`src/rtl/ps2_pkg.sv`:
```
// Shared constants, event layout and receive FSM encoding for the PS/2 key decoder.
package ps2_pkg;
    localparam logic [7:0] PS2_EXT   = 8'hE0;
    localparam logic [7:0] PS2_BRK   = 8'hF0;
    localparam int         PS2_EVT_W = 10;

    localparam int EV_CODE_LSB = 0;
    localparam int EV_CODE_MSB = 7;
    localparam int EV_BRK_BIT  = 8;
    localparam int EV_EXT_BIT  = 9;

    typedef enum logic [1:0] {
        IDLE  = 2'd0,
        SHIFT = 2'd1,
        CHECK = 2'd2
    } rx_state_t;
endpackage

```
`src/rtl/ps2_frame_rx.sv`:
```
// PS/2 frame receiver: pin synchronisers, PS2CLK glitch filter, 11-bit frame FSM with timeout.
// byte_valid/byte_err pulse in the CHECK cycle, one cycle after the stop-bit strobe.
module ps2_frame_rx
    import ps2_pkg::*;
#(
    parameter int FILTER_LEN     = 4,
    parameter int TIMEOUT_CYCLES = 50000
) (
    input  logic       clk,
    input  logic       rst_n,
    input  logic       ps2_clk,
    input  logic       ps2_data,
    output logic       byte_valid,
    output logic [7:0] byte_data,
    output logic       byte_err
);
    localparam int FCW = $clog2(FILTER_LEN + 1);
    localparam int TCW = $clog2(TIMEOUT_CYCLES + 1);

    logic           clk_s1, clk_s2, data_s1, data_s2;
    logic           clk_filt, strobe;
    logic [FCW-1:0] filt_cnt;
    rx_state_t      state, state_nxt;
    logic [3:0]     bit_cnt;
    logic [9:0]     shreg;
    logic [TCW-1:0] to_cnt;
    logic           timeout, frame_good;

    always_ff @(posedge clk or negedge rst_n) begin
        if (!rst_n) begin
            {clk_s2, clk_s1}   <= 2'b11;
            {data_s2, data_s1} <= 2'b11;
        end else begin
            {clk_s2, clk_s1}   <= {clk_s1, ps2_clk};
            {data_s2, data_s1} <= {data_s1, ps2_data};
        end
    end

    // Filtered level flips on the FILTER_LEN-th consecutive opposite sample.
    always_ff @(posedge clk or negedge rst_n) begin
        if (!rst_n) begin
            clk_filt <= 1'b1;
            filt_cnt <= '0;
            strobe   <= 1'b0;
        end else begin
            strobe <= 1'b0;
            if (clk_s2 != clk_filt) begin
                if (filt_cnt == FCW'(FILTER_LEN - 1)) begin
                    clk_filt <= clk_s2;
                    filt_cnt <= '0;
                    strobe   <= ~clk_s2;
                end else begin
                    filt_cnt <= filt_cnt + 1'b1;
                end
            end else begin
                filt_cnt <= '0;
            end
        end
    end

    always_ff @(posedge clk or negedge rst_n) begin
        if (!rst_n) state <= IDLE;
        else        state <= state_nxt;
    end

    assign timeout = (state == SHIFT) && (to_cnt == TCW'(TIMEOUT_CYCLES));

    always_comb begin
        state_nxt = state;
        case (state)
            IDLE:    if (strobe && !data_s2) state_nxt = SHIFT;
            SHIFT:   if (timeout) state_nxt = IDLE;
                     else if (strobe && bit_cnt == 4'd9) state_nxt = CHECK;
            CHECK:   state_nxt = IDLE;
            default: state_nxt = IDLE;
        endcase
    end

    // shreg collects d0..d7, parity, stop; the start bit is consumed by the IDLE exit.
    always_ff @(posedge clk or negedge rst_n) begin
        if (!rst_n) begin
            bit_cnt <= '0;
            shreg   <= '0;
            to_cnt  <= '0;
        end else if (state == IDLE) begin
            bit_cnt <= '0;
            to_cnt  <= '0;
        end else if (state == SHIFT) begin
            if (strobe) begin
                shreg   <= {data_s2, shreg[9:1]};
                bit_cnt <= bit_cnt + 4'd1;
                to_cnt  <= '0;
            end else if (!timeout) begin
                to_cnt <= to_cnt + 1'b1;
            end
        end
    end

    assign frame_good = (^shreg[8:0]) && shreg[9];

    always_comb begin
        byte_valid = (state == CHECK) && frame_good;
        byte_err   = ((state == CHECK) && !frame_good) || timeout;
        byte_data  = shreg[7:0];
    end
endmodule

```
`src/rtl/ps2_key_decoder.sv`:
```
// PS/2 keyboard decoder: E0/F0 prefix decode, last-release register and event FIFO.
// Event visible 2 cycles after the stop-bit strobe; ev_ready=0 holds the head, full FIFO drops new events.
module ps2_key_decoder
    import ps2_pkg::*;
#(
    parameter int FILTER_LEN     = 4,
    parameter int TIMEOUT_CYCLES = 50000,
    parameter int DEPTH          = 8
) (
    input  logic       CLK,
    input  logic       RST_N,
    input  logic       PS2CLK,
    input  logic       PS2Data,
    output logic       ev_valid,
    input  logic       ev_ready,
    output logic [7:0] ev_code,
    output logic       ev_ext,
    output logic       ev_brk,
    output logic [7:0] last_release,
    output logic       frame_err,
    output logic       overflow
);
    localparam int AW = $clog2(DEPTH);

    logic                 byte_valid, byte_err;
    logic [7:0]           byte_data;
    logic                 ext_f, brk_f;
    logic                 is_prefix, push_req, do_push, pop, empty, full;
    logic [AW:0]          wr_ptr, rd_ptr;
    logic [PS2_EVT_W-1:0] mem [DEPTH];
    logic [PS2_EVT_W-1:0] head, hold_q, out_evt, new_evt;

    ps2_frame_rx #(
        .FILTER_LEN    (FILTER_LEN),
        .TIMEOUT_CYCLES(TIMEOUT_CYCLES)
    ) u_rx (
        .clk       (CLK),
        .rst_n     (RST_N),
        .ps2_clk   (PS2CLK),
        .ps2_data  (PS2Data),
        .byte_valid(byte_valid),
        .byte_data (byte_data),
        .byte_err  (byte_err)
    );

    assign frame_err = byte_err;
    assign is_prefix = (byte_data == PS2_EXT) || (byte_data == PS2_BRK);
    assign push_req  = byte_valid && !is_prefix;
    assign new_evt   = {ext_f, brk_f, byte_data};

    assign empty    = (wr_ptr == rd_ptr);
    assign full     = (wr_ptr[AW] != rd_ptr[AW]) && (wr_ptr[AW-1:0] == rd_ptr[AW-1:0]);
    assign ev_valid = !empty;
    assign pop      = ev_valid && ev_ready;
    assign do_push  = push_req && (!full || pop);

    always_ff @(posedge CLK or negedge RST_N) begin
        if (!RST_N) begin
            ext_f        <= 1'b0;
            brk_f        <= 1'b0;
            last_release <= PS2_BRK;
        end else if (byte_err) begin
            ext_f <= 1'b0;
            brk_f <= 1'b0;
        end else if (byte_valid) begin
            if (byte_data == PS2_EXT) begin
                ext_f <= 1'b1;
            end else if (byte_data == PS2_BRK) begin
                brk_f <= 1'b1;
            end else begin
                ext_f <= 1'b0;
                brk_f <= 1'b0;
                if (brk_f) last_release <= byte_data;
            end
        end
    end

    always_ff @(posedge CLK) begin
        if (do_push) mem[wr_ptr[AW-1:0]] <= new_evt;
    end

    always_ff @(posedge CLK or negedge RST_N) begin
        if (!RST_N) begin
            wr_ptr   <= '0;
            rd_ptr   <= '0;
            overflow <= 1'b0;
            hold_q   <= '0;
        end else begin
            if (do_push) wr_ptr <= wr_ptr + 1'b1;
            if (pop)     rd_ptr <= rd_ptr + 1'b1;
            overflow <= push_req && full && !pop;
            if (!empty)  hold_q <= head;
        end
    end

    // When empty the outputs keep showing the last head rather than a stale slot.
    assign head    = mem[rd_ptr[AW-1:0]];
    assign out_evt = empty ? hold_q : head;
    assign ev_code = out_evt[EV_CODE_MSB:EV_CODE_LSB];
    assign ev_brk  = out_evt[EV_BRK_BIT];
    assign ev_ext  = out_evt[EV_EXT_BIT];
endmodule

```
`config.mk`:
```
export PLATFORM = sky130hd
export DESIGN_NAME = ps2_key_decoder
export DESIGN_NICKNAME = d
export VERILOG_FILES = /design/src/rtl/ps2_pkg.sv /design/src/rtl/ps2_frame_rx.sv /design/src/rtl/ps2_key_decoder.sv
export SDC_FILE = /design/constraint.sdc
export NUM_CORES = 1
export LEC_CHECK = 0
export CAP_MARGIN = 5
export CORE_ASPECT_RATIO = 1.1
export CORE_MARGIN = 4
export CORE_UTILIZATION = 57
export CTS_CLUSTER_SIZE = 28
export DETAILED_ROUTE_END_ITERATION = 12
export DONT_BUFFER_PORTS = 1
export PLACE_DENSITY = 0.73
export REMOVE_ABC_BUFFERS = 1
export SLEW_MARGIN = 0
export SYNTH_ARGS = -nofsm -noshare
export SYNTH_HDL_FRONTEND = slang
export SYNTH_SLANG_ARGS = --single-unit
```
`constraint.sdc`:
```
create_clock -name CLK -period 2.9 [get_ports CLK]
set_input_delay 0.29 -clock CLK [delete_from_list [all_inputs] [get_ports CLK]]
set_output_delay 0.29 -clock CLK [all_outputs]
set_load 0.1 [all_outputs]
```
==> impl_metrics.yaml <==
outcome:
  status: "complete, no violations"
global_routing:
  grtUsageTotal: 0.195
  grt_overflow_total: 0
  grt_pass1_vias: 3602
  antenna_found_initial: 0
  grt_pass1_wl_um: 18600
  grt_max_degree: 71
placed_design:
  io_buffers: 0
  post-place-ws_ns: 0.284
  hpwlAfterDp_um: 7180
  placedCellCount: 555
  gp_congestion: 0.799
yosys:
  ys_ff_latch: 150
  synth_edf_count: 80
  ys_seq_area_frac: 0.664
  synth_top_flop_cell: "edfxtp_1"
  yosysMostFrequentCell: "edfxtp_1"
  synth_commonest_cells: "edfxtp_1, dfrtp_1, nand2_1, nor2_1, o21ai_0"
  syn_inst: 409
  synthesis.area_um2: 6270
  synth_area_leader_cell: "edfxtp_1"
  syn_avg_cell_area_um2: 15.3
  yosysWarningCount: 0
  async_flop_share: 0.467
  synth_top_area_share: 0.383
  netlist_top_cells_area: "edfxtp_1, dfrtp_1, mux4_2"
  synth_cell_types: 56
sta:
  tightest_slew_ns: 1.13
  slew_headroom: 0.247
  finalSetupViolations: 0
  slew_violations: 0
  hold_violations: 0
  finClkSkew_ns: 0.00494
  rsz0062_at_grt: "true"
  setup_ws_ns: 0.0401
  fin_crit_ns: 2.86
  setup_tns_ns: 0
  max_clock_freq_mhz: 350
  period_share: 0.986
clocking:
  cts_root_buf: "clkbuf_16"
  tritoncts: "built"
  cts_made_buffers: 17
  cts_sinks: 150
  clock_latency_ns: 0.41
  clock_path_buffers: 2
  path_clk_slew_ns: 0.06
  post-cts-setup-buffer-count: 0
  cts.htree.levels: 4
drt:
  via_per_inst: 5.65
  drc: 0
  firstDrtPassIters: 4
  route.vias.total: 3338
  wire_per_inst_um: 18.6
  drt_iter0_drc: 215
  drt-total-wl_um: 11000
  postRouteAntennaNets: 0
power:
  power_mw: 7.11
  p_leak_nw: 2.78
  power.density_nw_per_um2: 988
  vdd_drop_max_mv: 0.608
floorplan:
  fp.dieH_um: 118
  core_area_um2: 10600
  start_util: 0.592
  dieWidth_um: 108
  fp.dieArea_um2: 12700
  num_rows: 39
  io_pins: 26
flow_run:
  cap_violations: 0
critical_path:
  worstPathRequired_ns: 2.61
  arrival_ns: 2.57
  criticalPathCategory: "flop to output port"
  slowest_stage: "o21ai_2"
  path_max_fanout: 22
  crit_path_start_kind: "flop"
  crit_chain: "xor2_1 -> nor4b_4 -> buf_4 -> o21ai_2"
  cp_slowest_stage_delay_ns: 0.91
  worstSetupEndpointType: "output port"
cells_and_area:
  final_nets: 452
  drive_above_1_share: 0.261
  instances_no_fill: 591
  syn_to_final_growth_pct: 14.8
  diodes: 0
worst_hold_path:
  hp-class: "input port to flop"
==> layout by cell type (no fill, tap or decap), types with 9 or more instances in the layout <==
cell type  instances
mux2i_1           10
nand2_1           28
o21ai_2           10
nand3_1           11
mux2_2            17
buf_4             18
edfxtp_1          80
inv_1             13
xnor2_1           12
mux4_2            20
xor2_1            14
nor2_1            23
o21ai_0           11
dfstp_2            9
clkbuf_16         17
dfrtp_1           58
ha_1              12
==> per-layer routing <==
metal  GRT usage  share of wire
met5           0              0
met4      0.0781          0.016
met3      0.0494          0.043
met2       0.331           0.53
met1       0.236           0.41
==> cells by family (layout without fill, tap and decap cells) <==
kind of cell	Yosys count	after routing	share of synthesized area
adder cells (fa/ha/maj)	12	12	0.0239
XOR/XNOR	28	28	0.0427
AO/OA/AOI/OAI	36	36	0.0341
flip-flops	150	150	0.664
multiplexers	47	47	0.118
buffers and inverters	29	68	0.0221
AND/OR/NAND/NOR	107	107	0.0948
==> sequential cells by signal, indices dropped and copies added (netlist names), 2 cells and up <==
signal,count
u_rx.filt_cnt,3
u_rx.shreg,10
u_rx.state,2
last_release,8
u_rx.to_cnt,16
mem,80
rd_ptr,4
wr_ptr,4
u_rx.bit_cnt,4
hold_q,10
==> metrics by stage <==
step	util	hold slack, ns	cell area (um2)
after floorplan	-	-0.00559	6180
after global routing	0.680	0.0693	7200
after detailed placement	0.622	-0.00338	6590
final	0.680	0.0629	7200
after global placement	0.622	-0.00383	6590
after CTS	0.679	0.0462	7190
==> power by group <==
group | switching [mW] | internal [mW] | leakage, nW
Sequential | 0.107 | 2.40 | 1.63
Clock | 0.785 | 1.24 | 0.270
Combinational | 1.92 | 0.667 | 0.880
==> area by class of cell <==
cell class	count	area [um2]
Clock buffer	18	429
Clock inverter	14	116
Fill cell	720	3390
Inverter	13	48.8
Multi-Input combinational cell	230	2040
Sequential cell	150	4170
Tap cell	143	179
Timing Repair Buffer	23	213
==> what timing repair did <==
item / in CTS / in global routing
endpoints found under the setup margin: 3 / 11
hold buffers: 4 / 0
resized for setup: 0 / 4
hold endpoints to repair: 72 / 0
==> worst paths after layout <==
path | slack, ns | startpoint | depth (start not counted) | endpoint
worst max-delay path | 0.04 | rd_ptr[0] | 4 | ev_code[5]
worst min-delay path | 0.06 | ev_ready | 2 | rd_ptr[2]
worst max register to register | 0.32 | u_rx.shreg[0] | 8 | mem[6][1]
max in group asynchronous | 2.14 | RST_N | 2 | last_release[7]
min in group asynchronous | 0.42 | RST_N | 2 | hold_q[4]
worst min register to register | 0.36 | u_rx.clk_s1 | 0 | u_rx.clk_s2
==> critical path: cells and delay by family, from the launching register on <==
kind	cells	cell delay, ns
compound gates	1	0.91
buf+inv	1	0.24
flops	1	0.57
xor+xnor	1	0.33
simple gates	1	0.08
(Power assumes the default switching activity.)
